===== src/rtl/rs_issue_select.sv =====
// rs_issue_select
//   Issue-select stage behind the reservation-station entries. For each FU port,
//   it grants the oldest woken entry. Age is measured relative to the ROB head.
//   The grant goes back to the entry combinationally on rs_use_en. It is also
//   registered (valid + entry index) for the register-read/FU stage.
//   A down-counter holds the non-pipelined multiplier port busy for MUL_BUSY
//   cycles after each issue on it.
//
// Ports
//   clk, rst_n   clock, async active-low reset
//   pipe_flush   squash: no grants this cycle, clears iss_valid and busy counter
//   rs_wake_up   per entry, ISSUE_WIDTH ready bits (entry e at [e*ISSUE_WIDTH +: ISSUE_WIDTH])
//   rs_age       per entry ROB tag (entry e at [e*AGE_W +: AGE_W])
//   rob_head     ROB tag of the oldest instruction in flight
//   fu_stall     per port: port cannot accept an issue this cycle
//   rs_use_en    combinational grant back to each entry
//   iss_valid    registered per-port issue valid
//   iss_idx      registered per-port issued entry index (port p at [p*IDX_W +: IDX_W])
//   mul_busy     multiplier port blocked
//   iss_count    saturating count of all issues
module rs_issue_select #(
  parameter int RS_DEPTH    = 16,
  parameter int ISSUE_WIDTH = 3,
  parameter int AGE_W       = 6,
  parameter int MUL_PORT    = 2,
  parameter int MUL_BUSY    = 4,
  parameter int IDX_W       = $clog2(RS_DEPTH)
) (
  input  logic                            clk,
  input  logic                            rst_n,
  input  logic                            pipe_flush,
  input  logic [RS_DEPTH*ISSUE_WIDTH-1:0] rs_wake_up,
  input  logic [RS_DEPTH*AGE_W-1:0]       rs_age,
  input  logic [AGE_W-1:0]                rob_head,
  input  logic [ISSUE_WIDTH-1:0]          fu_stall,
  output logic [RS_DEPTH-1:0]             rs_use_en,
  output logic [ISSUE_WIDTH-1:0]          iss_valid,
  output logic [ISSUE_WIDTH*IDX_W-1:0]    iss_idx,
  output logic                            mul_busy,
  output logic [15:0]                     iss_count
);

  localparam int CNT_W = (MUL_BUSY > 1) ? $clog2(MUL_BUSY) : 1;
  localparam int POP_W = $clog2(ISSUE_WIDTH + 1);

  logic [AGE_W-1:0]       rel [RS_DEPTH];
  logic [ISSUE_WIDTH-1:0] port_ok;
  logic [ISSUE_WIDTH-1:0] grant_v;
  logic [IDX_W-1:0]       grant_idx [ISSUE_WIDTH];
  logic [RS_DEPTH-1:0]    taken;
  logic                   found;
  logic [AGE_W-1:0]       best_rel;
  logic [IDX_W-1:0]       best_idx;
  logic [POP_W-1:0]       pop;
  logic [16:0]            count_sum;
  logic [CNT_W-1:0]       busy_cnt;

  // Modular distance from the ROB head, so ordering survives tag wrap.
  always_comb begin
    for (int e = 0; e < RS_DEPTH; e++) begin
      rel[e] = rs_age[e*AGE_W +: AGE_W] - rob_head;
    end
  end

  // rst_n is folded in so rs_use_en drops as soon as reset asserts.
  always_comb begin
    for (int p = 0; p < ISSUE_WIDTH; p++) begin
      port_ok[p] = ~fu_stall[p] & ~pipe_flush & rst_n;
      if (p == MUL_PORT) begin
        port_ok[p] = port_ok[p] & ~mul_busy;
      end
    end
  end

  // Ports are served in ascending order. An entry taken by a lower port is
  // invisible to higher ports, so a multi-hot entry issues at most once.
  // A strict '<' keeps the lower index on equal relative age.
  always_comb begin
    taken    = '0;
    grant_v  = '0;
    found    = 1'b0;
    best_rel = '0;
    best_idx = '0;
    for (int p = 0; p < ISSUE_WIDTH; p++) begin
      grant_idx[p] = '0;
    end
    for (int p = 0; p < ISSUE_WIDTH; p++) begin
      found    = 1'b0;
      best_rel = '0;
      best_idx = '0;
      for (int e = 0; e < RS_DEPTH; e++) begin
        if (port_ok[p] && rs_wake_up[e*ISSUE_WIDTH + p] && !taken[e] &&
            (!found || (rel[e] < best_rel))) begin
          found    = 1'b1;
          best_rel = rel[e];
          best_idx = IDX_W'(e);
        end
      end
      grant_v[p]   = found;
      grant_idx[p] = best_idx;
      if (found) begin
        taken[best_idx] = 1'b1;
      end
    end
  end

  assign rs_use_en = taken;

  always_comb begin
    pop = '0;
    for (int p = 0; p < ISSUE_WIDTH; p++) begin
      pop = pop + POP_W'(grant_v[p]);
    end
  end

  assign count_sum = {1'b0, iss_count} + 17'(pop);
  assign mul_busy  = (busy_cnt != '0);

  always_ff @(posedge clk or negedge rst_n) begin
    if (!rst_n) begin
      iss_valid <= '0;
      iss_idx   <= '0;
      busy_cnt  <= '0;
      iss_count <= '0;
    end else begin
      // During a flush no grants are made, so pop is zero and the count holds.
      iss_count <= count_sum[16] ? 16'hFFFF : count_sum[15:0];
      if (pipe_flush) begin
        iss_valid <= '0;
        busy_cnt  <= '0;
      end else begin
        for (int p = 0; p < ISSUE_WIDTH; p++) begin
          if (!fu_stall[p]) begin
            iss_valid[p] <= grant_v[p];
            if (grant_v[p]) begin
              iss_idx[p*IDX_W +: IDX_W] <= grant_idx[p];
            end
          end
        end
        // Down-counter: blocked while nonzero. Loading MUL_BUSY-1 gives
        // MUL_BUSY cycles per issue, counting the issue cycle itself.
        if (grant_v[MUL_PORT]) begin
          busy_cnt <= CNT_W'(MUL_BUSY - 1);
        end else if (busy_cnt != '0) begin
          busy_cnt <= busy_cnt - CNT_W'(1);
        end
      end
    end
  end

endmodule

===== config.mk =====
export PLATFORM = sky130hd
export DESIGN_NAME = rs_issue_select
export DESIGN_NICKNAME = d
export VERILOG_FILES = /design/src/rtl/rs_issue_select.sv
export SDC_FILE = /design/constraint.sdc
export NUM_CORES = 1
export LEC_CHECK = 0
export CAP_MARGIN = 10
export CORE_UTILIZATION = 60
export CTS_CLUSTER_SIZE = 14
export DETAILED_ROUTE_END_ITERATION = 10
export DONT_BUFFER_PORTS = 1
export GPL_TIMING_DRIVEN = 0
export PLACE_DENSITY_LB_ADDON = 0.05
export SKIP_CTS_REPAIR_TIMING = 1
export SYNTH_ARGS = -nofsm -noshare
export SYNTH_HDL_FRONTEND = slang
export SYNTH_SLANG_ARGS = --single-unit

===== constraint.sdc =====
create_clock -name clk -period 109.2 [get_ports clk]
set_input_delay 16.38 -clock clk [delete_from_list [all_inputs] [get_ports clk]]
set_output_delay 16.38 -clock clk [all_outputs]
set_load 0.1 [all_outputs]

After elaboration in Yosys (flattened, before gate mapping)
Index checks and enable logic that the tools add are counted.
Widths: inputs -> output; s select.
{"block": "totals", "ram_bits": 0, "wordCells": 506, "output_inout_bits": 48, "mem_bits_ro": 0, "reg_bits": 33, "latchBits": 0, "n_memories": 0}
{"block": "op_classes", "bitwise": 14, "muxes": 155, "n_div": 0, "shift": 0, "reduce_logical": 255, "addsub": 20, "order_cmp": 51, "n_mul": 0, "eq_ne": 3}
{"cell": "$lt 6x6->1", "n": 45}
{"cell": "$mux 6", "n": 45}
{"cell": "$mux 4", "n": 42}
{"cell": "$logic_and 1x1->1", "n": 128}
{"cell": "$sub 6x6->6", "n": 16}
{"cell": "$logic_not 1->1", "n": 77}
{"cell": "$mux 16", "n": 4}
{"cell": "$mux 1", "n": 57}
{"cell": "$logic_or 1x1->1", "n": 45}
{"cell": "$or 16x16->16", "n": 2}
{"cell": "$add 16x2->17", "n": 1}
{"cell": "$lt 4x5->1 const B", "n": 3}
{"cell": "$demux 1 s4", "n": 3}
{"cell": "$ge 4x1->1 const B", "n": 3}
{"cell": "$reduce_and 3->1", "n": 3}
{"cell": "$and 1x1->1", "n": 7}
{"cell": "$mux 2", "n": 3}
{"cell": "$ne 2x2->1 const B", "n": 3}
{"cell": "$not 1->1", "n": 5}
{"cell": "$mux 3", "n": 1}
{"cell": "$reduce_bool 3->1", "n": 1}
{"cell": "$add 1x1->2", "n": 1}
{"cell": "$add 2x1->2", "n": 1}
{"cell": "$reduce_bool 2->1", "n": 1}
{"cell": "$sub 2x1->2 const B", "n": 1}

Depth between registers and ports, before layout
{"block": "depth", "ltp_word": 208, "depth_mapped": 497, "ltp_nobuf": 469}

Worst setup path before layout
Ideal clock, no wire load.
{"block": "synth_timing", "path_type": "input -> output", "start": "input rob_head[1]", "end": "output rs_use_en[12]", "path_buffers": 27, "cell_stages": 444, "required_ns": 92.820, "arrival_ns": 100.934, "slack_ns": -8.114, "path_cell_list": "inv_1 -> ha_1 -> a21o_1 -> a21o_1 -> a21o_1 -> a21o_1 -> xor2_1 -> inv_1 -> ha_1 -> a21o_1 -> a21oi_1 -> and3_1 -> clkbuf_1 -> a21oi_1 -> ha_1 -> nand2_1 -> o21ai_0 -> a211oi_1 -> (+408 left out) -> a21oi_1 -> nor2b_1 -> o21ai_0 -> nand2b_1 -> or3_1 -> o21ai_0 -> a31o_1 -> clkbuf_1 -> nor2_1 -> a221oi_1 -> ha_1 -> o21ai_0 -> nand2b_1 -> a41oi_1 -> a31o_2 -> a31oi_2 -> inv_1 -> o41ai_1"}
{"block": "synth_between", "elab_chain_len": 205, "elab_cells_between_ends": 416, "classes_between": "16 x add/sub; 51 x order compare; 146 x mux; 2 x bitwise; 201 x reduce/logical"}
{"item": "start, declared", "line_no": "34", "rtl": "input logic [AGE_W-1:0] rob_head,"}
{"item": "$sub 6x6->6", "line_no": "61", "rtl": "rel[e] = rs_age[e*AGE_W +: AGE_W] - rob_head;"}
{"item": "$mux 6", "line_no": "92", "rtl": "if (port_ok[p] && rs_wake_up[e*ISSUE_WIDTH + p] && !taken[e] &&"}
{"item": "$lt 6x6->1", "line_no": "93", "rtl": "(!found || (rel[e] < best_rel))) begin"}
{"item": "$logic_or 1x1->1", "line_no": "93"}
{"item": "$logic_and 1x1->1", "line_no": "92"}
{"item": "$mux 6 or $mux 1 (tied branches)", "line_no": "92"}
{"item": "$lt 6x6->1 or $logic_not 1->1 (tied branches)", "line_no": "93"}
{"item": "$logic_or 1x1->1", "line_no": "93"}
{"item": "(+189 left out)"}
{"item": "$logic_and 1x1->1", "line_no": "92"}
{"item": "$mux 4", "line_no": "92"}
{"item": "$lt 4x5->1 (not written as such) or $ge 4x1->1 (tied branches)", "line_no": "102", "rtl": "taken[best_idx] = 1'b1;"}
{"item": "$logic_and 1x1->1 (not written as such)", "line_no": "102"}
{"item": "$mux 1 (not written as such)", "line_no": "102"}
{"item": "$demux 1 s4", "line_no": "102"}
{"item": "$or 16x16->16 (no source line)"}
{"item": "$mux 16 *", "line_no": "101", "rtl": "if (found) begin"}
{"item": "end, declared", "line_no": "36", "rtl": "output logic [RS_DEPTH-1:0] rs_use_en,"}
Every way passes the cells marked *; elsewhere a longest branch is shown, timed or not.

Worst setup path in the final report
{"block": "layout_timing", "start": "input rst_n", "end": "output rs_use_en[0]"}
{"block": "layout_between", "elab_chain_len": 206, "elab_cells_between_ends": 454, "classes_between": "51 x order compare; 147 x mux; 6 x bitwise; 250 x reduce/logical"}
{"item": "start, declared", "line_no": "30", "rtl": "input logic rst_n,"}
{"item": "$and 1x1->1", "line_no": "68", "rtl": "port_ok[p] = ~fu_stall[p] & ~pipe_flush & rst_n;"}
{"item": "$logic_and 1x1->1", "line_no": "92"}
{"item": "$mux 6 or $mux 1 (tied branches)", "line_no": "92"}
{"item": "$lt 6x6->1 or $logic_not 1->1 (tied branches)", "line_no": "93"}
{"item": "$logic_or 1x1->1", "line_no": "93"}
{"item": "$logic_and 1x1->1", "line_no": "92"}
{"item": "$mux 6 or $mux 1 (tied branches)", "line_no": "92"}
{"item": "$lt 6x6->1 or $logic_not 1->1 (tied branches)", "line_no": "93"}
{"item": "(+190 left out)"}
{"item": "$logic_and 1x1->1", "line_no": "92"}
{"item": "$mux 4", "line_no": "92"}
{"item": "$lt 4x5->1 (not written as such) or $ge 4x1->1 (tied branches)", "line_no": "102"}
{"item": "$logic_and 1x1->1 (not written as such)", "line_no": "102"}
{"item": "$mux 1 (not written as such)", "line_no": "102"}
{"item": "$demux 1 s4", "line_no": "102"}
{"item": "$or 16x16->16 (no source line)"}
{"item": "$mux 16 *", "line_no": "101"}
Marks and branches as above.

==> impl_metrics.json <==
{
  "worst_slew_pin_slew_ns": 1.35,
  "syn_inst": 2332,
  "rsz0062_at_grt": "true",
  "ioPinCount": 204,
  "grt_overflow_total": 0,
  "ys_ff_latch": 33,
  "syn-num-nets": 2814,
  "leakage_nw": 10.7,
  "pwr-share-comb_pct": 83.6,
  "yosys_most_used_dff": "dfrtp_1",
  "synth_xor_area_share_pct": 4.65,
  "row_count": 61,
  "htree_levels": 2,
  "p_int_w": 0.000156,
  "ys_seq_area_share_pct": 4.82,
  "powerDensity_nw_per_um2": 16.0,
  "clk_path_buf_depth": 2,
  "drive_gt1_share_pct": 34.9,
  "grtUsageTotal_pct": 42.5,
  "drt_iter0_drc": 3250,
  "stdcell_area_um2": 24100,
  "port-buffer-count": 0,
  "worst_slack_ns": -7.23,
  "drv_cap": 0,
  "layout_common_cells": "buf_4, ha_1, nand2_1, inv_1, nor2_1",
  "placeableCoreArea_um2": 27900,
  "worstSetupStartpointType": "input port",
  "synth_area_um2": 17100,
  "cts_sinks": 33,
  "swShare_pct": 59.7,
  "grt_start_max_net_pins": 40,
  "crit_type": "input port to output port",
  "violations": "setup timing",
  "drc": 0,
  "grt_pass1_vias": 17466,
  "firstDrtPassIters": 6,
  "synthMuxAreaShare_pct": 4.49,
  "hold_viol": 0,
  "totalWireLength_um": 80800,
  "clkPwrFrac_pct": 3.8,
  "die-area_um2": 29200,
  "gp_congestion": 1.04,
  "ant_nets": 0,
  "numCtsBuffers": 5,
  "ys_async_sr_fraction_pct": 100,
  "dpl.hpwl_um": 53700,
  "placed_cell_area_um2": 18600,
  "cp.arrival_ns": 100.05,
  "p_sw_w": 0.000231,
  "fin_nets": 3129,
  "status": "complete, but fails checks",
  "cp-end-kind": "output port",
  "die_w_um": 171,
  "vias": 22306,
  "fp.dieH_um": 171,
  "required_ns": 92.82,
  "period_share_pct": 107,
  "crit_family": "compound AO/OA/AOI/OAI gates",
  "synth_fa_ha_area_share_pct": 24.6,
  "synth.avg_cell_area_um2": 7.34,
  "initial_core_util_pct": 61.3,
  "cp_common_cell": "a21oi_2",
  "final_common_cell": "buf_4",
  "synth_top_family_by_area": "compound AO/OA/AOI/OAI gates",
  "multiInputGateArea_um2": 19000,
  "post-route-min-period_ns": 116.43,
  "cp_slowest_cell": "o31ai_4",
  "wl_per_cell_um": 26.7,
  "ff_latch_area_um2": 826,
  "vias_per_cell": 7.36,
  "synth_edf_count": 0,
  "crit_buf_inv": 56,
  "tritoncts": "yes",
  "clk-insertion-delay-late_ns": 0.28,
  "slew_headroom_pct": 9.73,
  "antenna_found_initial": 4,
  "cpPeakStageDelay_ns": 0.94,
  "cts.clk_slew.worst_paths_ns": 0.05,
  "yosys.area_share.simple_pct": 22.4,
  "grt_pass1_wl_um": 96200,
  "synthToLayoutAreaGrowth_pct": 40.9,
  "pwr-share-seq_pct": 12.6,
  "clock-root-buffer": "clkbuf_16",
  "slew_violations": 0,
  "fin_skew_ns": 0.00633,
  "yosysWarnings": 0,
  "synth_compound_area_share_pct": 33.9,
  "max_freq_ghz": 0.00859,
  "setup_viol": 16,
  "hp-class": "flip-flop to flip-flop",
  "path_max_fanout": 40,
  "netlist-cell-type-count": 116,
  "peakVddDrop_uv": 28.2,
  "finalPower_w": 0.000387,
  "fillers": 1516
}
worst min-delay path, cell delays in order, from the launching register on:
cell and delay, ns:
dfrtp_1 0.35, a21oi_1 0.06, a21oi_1 0.14
power by group through the flow:
stage               combinational, W  sequential, W  clock [W]
finish                      0.000324      0.0000489  0.0000145
floorplan                   0.000171      0.0000472          0
detailed placement          0.000225      0.0000487          0
CTS                         0.000226      0.0000487  0.0000145
global route                0.000340      0.0000493  0.0000151
global placement            0.000213      0.0000487          0
path summary, 6_finish.rpt:
path,start,end,slack (ns),cells after the start
setup / recovery,rst_n,rs_use_en[0],-7.23,446
hold / removal,busy_cnt[1]$_DFFE_PN0P_,busy_cnt[1]$_DFFE_PN0P_,0.59,2
min in group asynchronous,rst_n,iss_count[5]$_DFF_PN0_,15.80,0
hold reg to reg,busy_cnt[1]$_DFFE_PN0P_,busy_cnt[1]$_DFFE_PN0P_,0.59,2
setup reg to reg,busy_cnt[0]$_DFFE_PN0P_,iss_idx[9]$_DFFE_PN0P_,79.29,156
max in group asynchronous,rst_n,busy_cnt[0]$_DFFE_PN0P_,93.31,0
metal layers:
layer	part of all wire, %	track usage (%)	vias to the layer above
met5	0.10	0	-
met4	7.8	14.1	5
met3	13	8.61	643
met2	42	68.4	1871
met1	36	56.4	10344
li1	-	-	9443
state kept, by name, indices dropped and copies added, names as in the netlist:
register,cells
iss_valid,3
iss_idx,12
busy_cnt,2
iss_count,16
cells in the mapped netlist, types with 16 or more instances:
master,number,area [µm²]
mux2_2,35,394
or3_1,16,100
clkbuf_1,37,139
o21ai_0,124,621
buf_2,17,85.1
a21o_1,124,931
nand2_1,212,796
o31ai_1,19,143
and3_1,36,225
nand2b_1,32,200
xor2_1,42,368
nor3_1,44,220
and2_1,29,181
o211a_1,16,160
ha_1,308,3850
nand4_1,34,213
a31oi_1,27,169
o21ai_1,19,95.1
nand3_1,67,335
inv_1,164,616
nor2b_1,36,225
nor2_1,176,661
xnor2_1,49,429
and4_1,17,149
mux2i_1,33,330
a21oi_1,224,1120
fa_1,18,360
o21a_1,36,270
o211ai_1,22,165
a211oi_1,16,120
dfrtp_1,33,826
cell families after synthesis:
group	count (synthesis)
buffers and inverters	224
adder cells (fa/ha/maj)	326
AO/OA/AOI/OAI	827
flip-flops	33
XOR/XNOR	91
AND/OR/NAND/NOR	761
multiplexers	70
cell type report:
cell class              count  share of cell area [%]
flip-flops and latches     33                    3.42
clock inverters             1                  0.0207
inverters                 165                    2.64
plain buffers              55                    1.92
clock buffers               7                   0.633
well taps                 378                    1.96
multi-input cells        2082                    78.8
repair inverters            1                  0.0207
diodes                      6                  0.0622
repair buffers            304                    10.5
stage by stage:
step                util [%]  setup WS (ns)  instances  hold WS [ns]  setup TNS [ns]
CTS                     67.1         -14.38       2721         0.596         -226.60
finish                  86.4          -7.23       3032         0.593         -112.28
detailed placement      66.5         -14.19       2713         0.585         -223.63
global route            86.3          -9.35       3027         0.647         -146.71
global placement        66.1         -12.78       2710         0.545         -198.22
floorplan                  -         0.0282       2332         0.534               0
(Power assumes the default switching activity.)
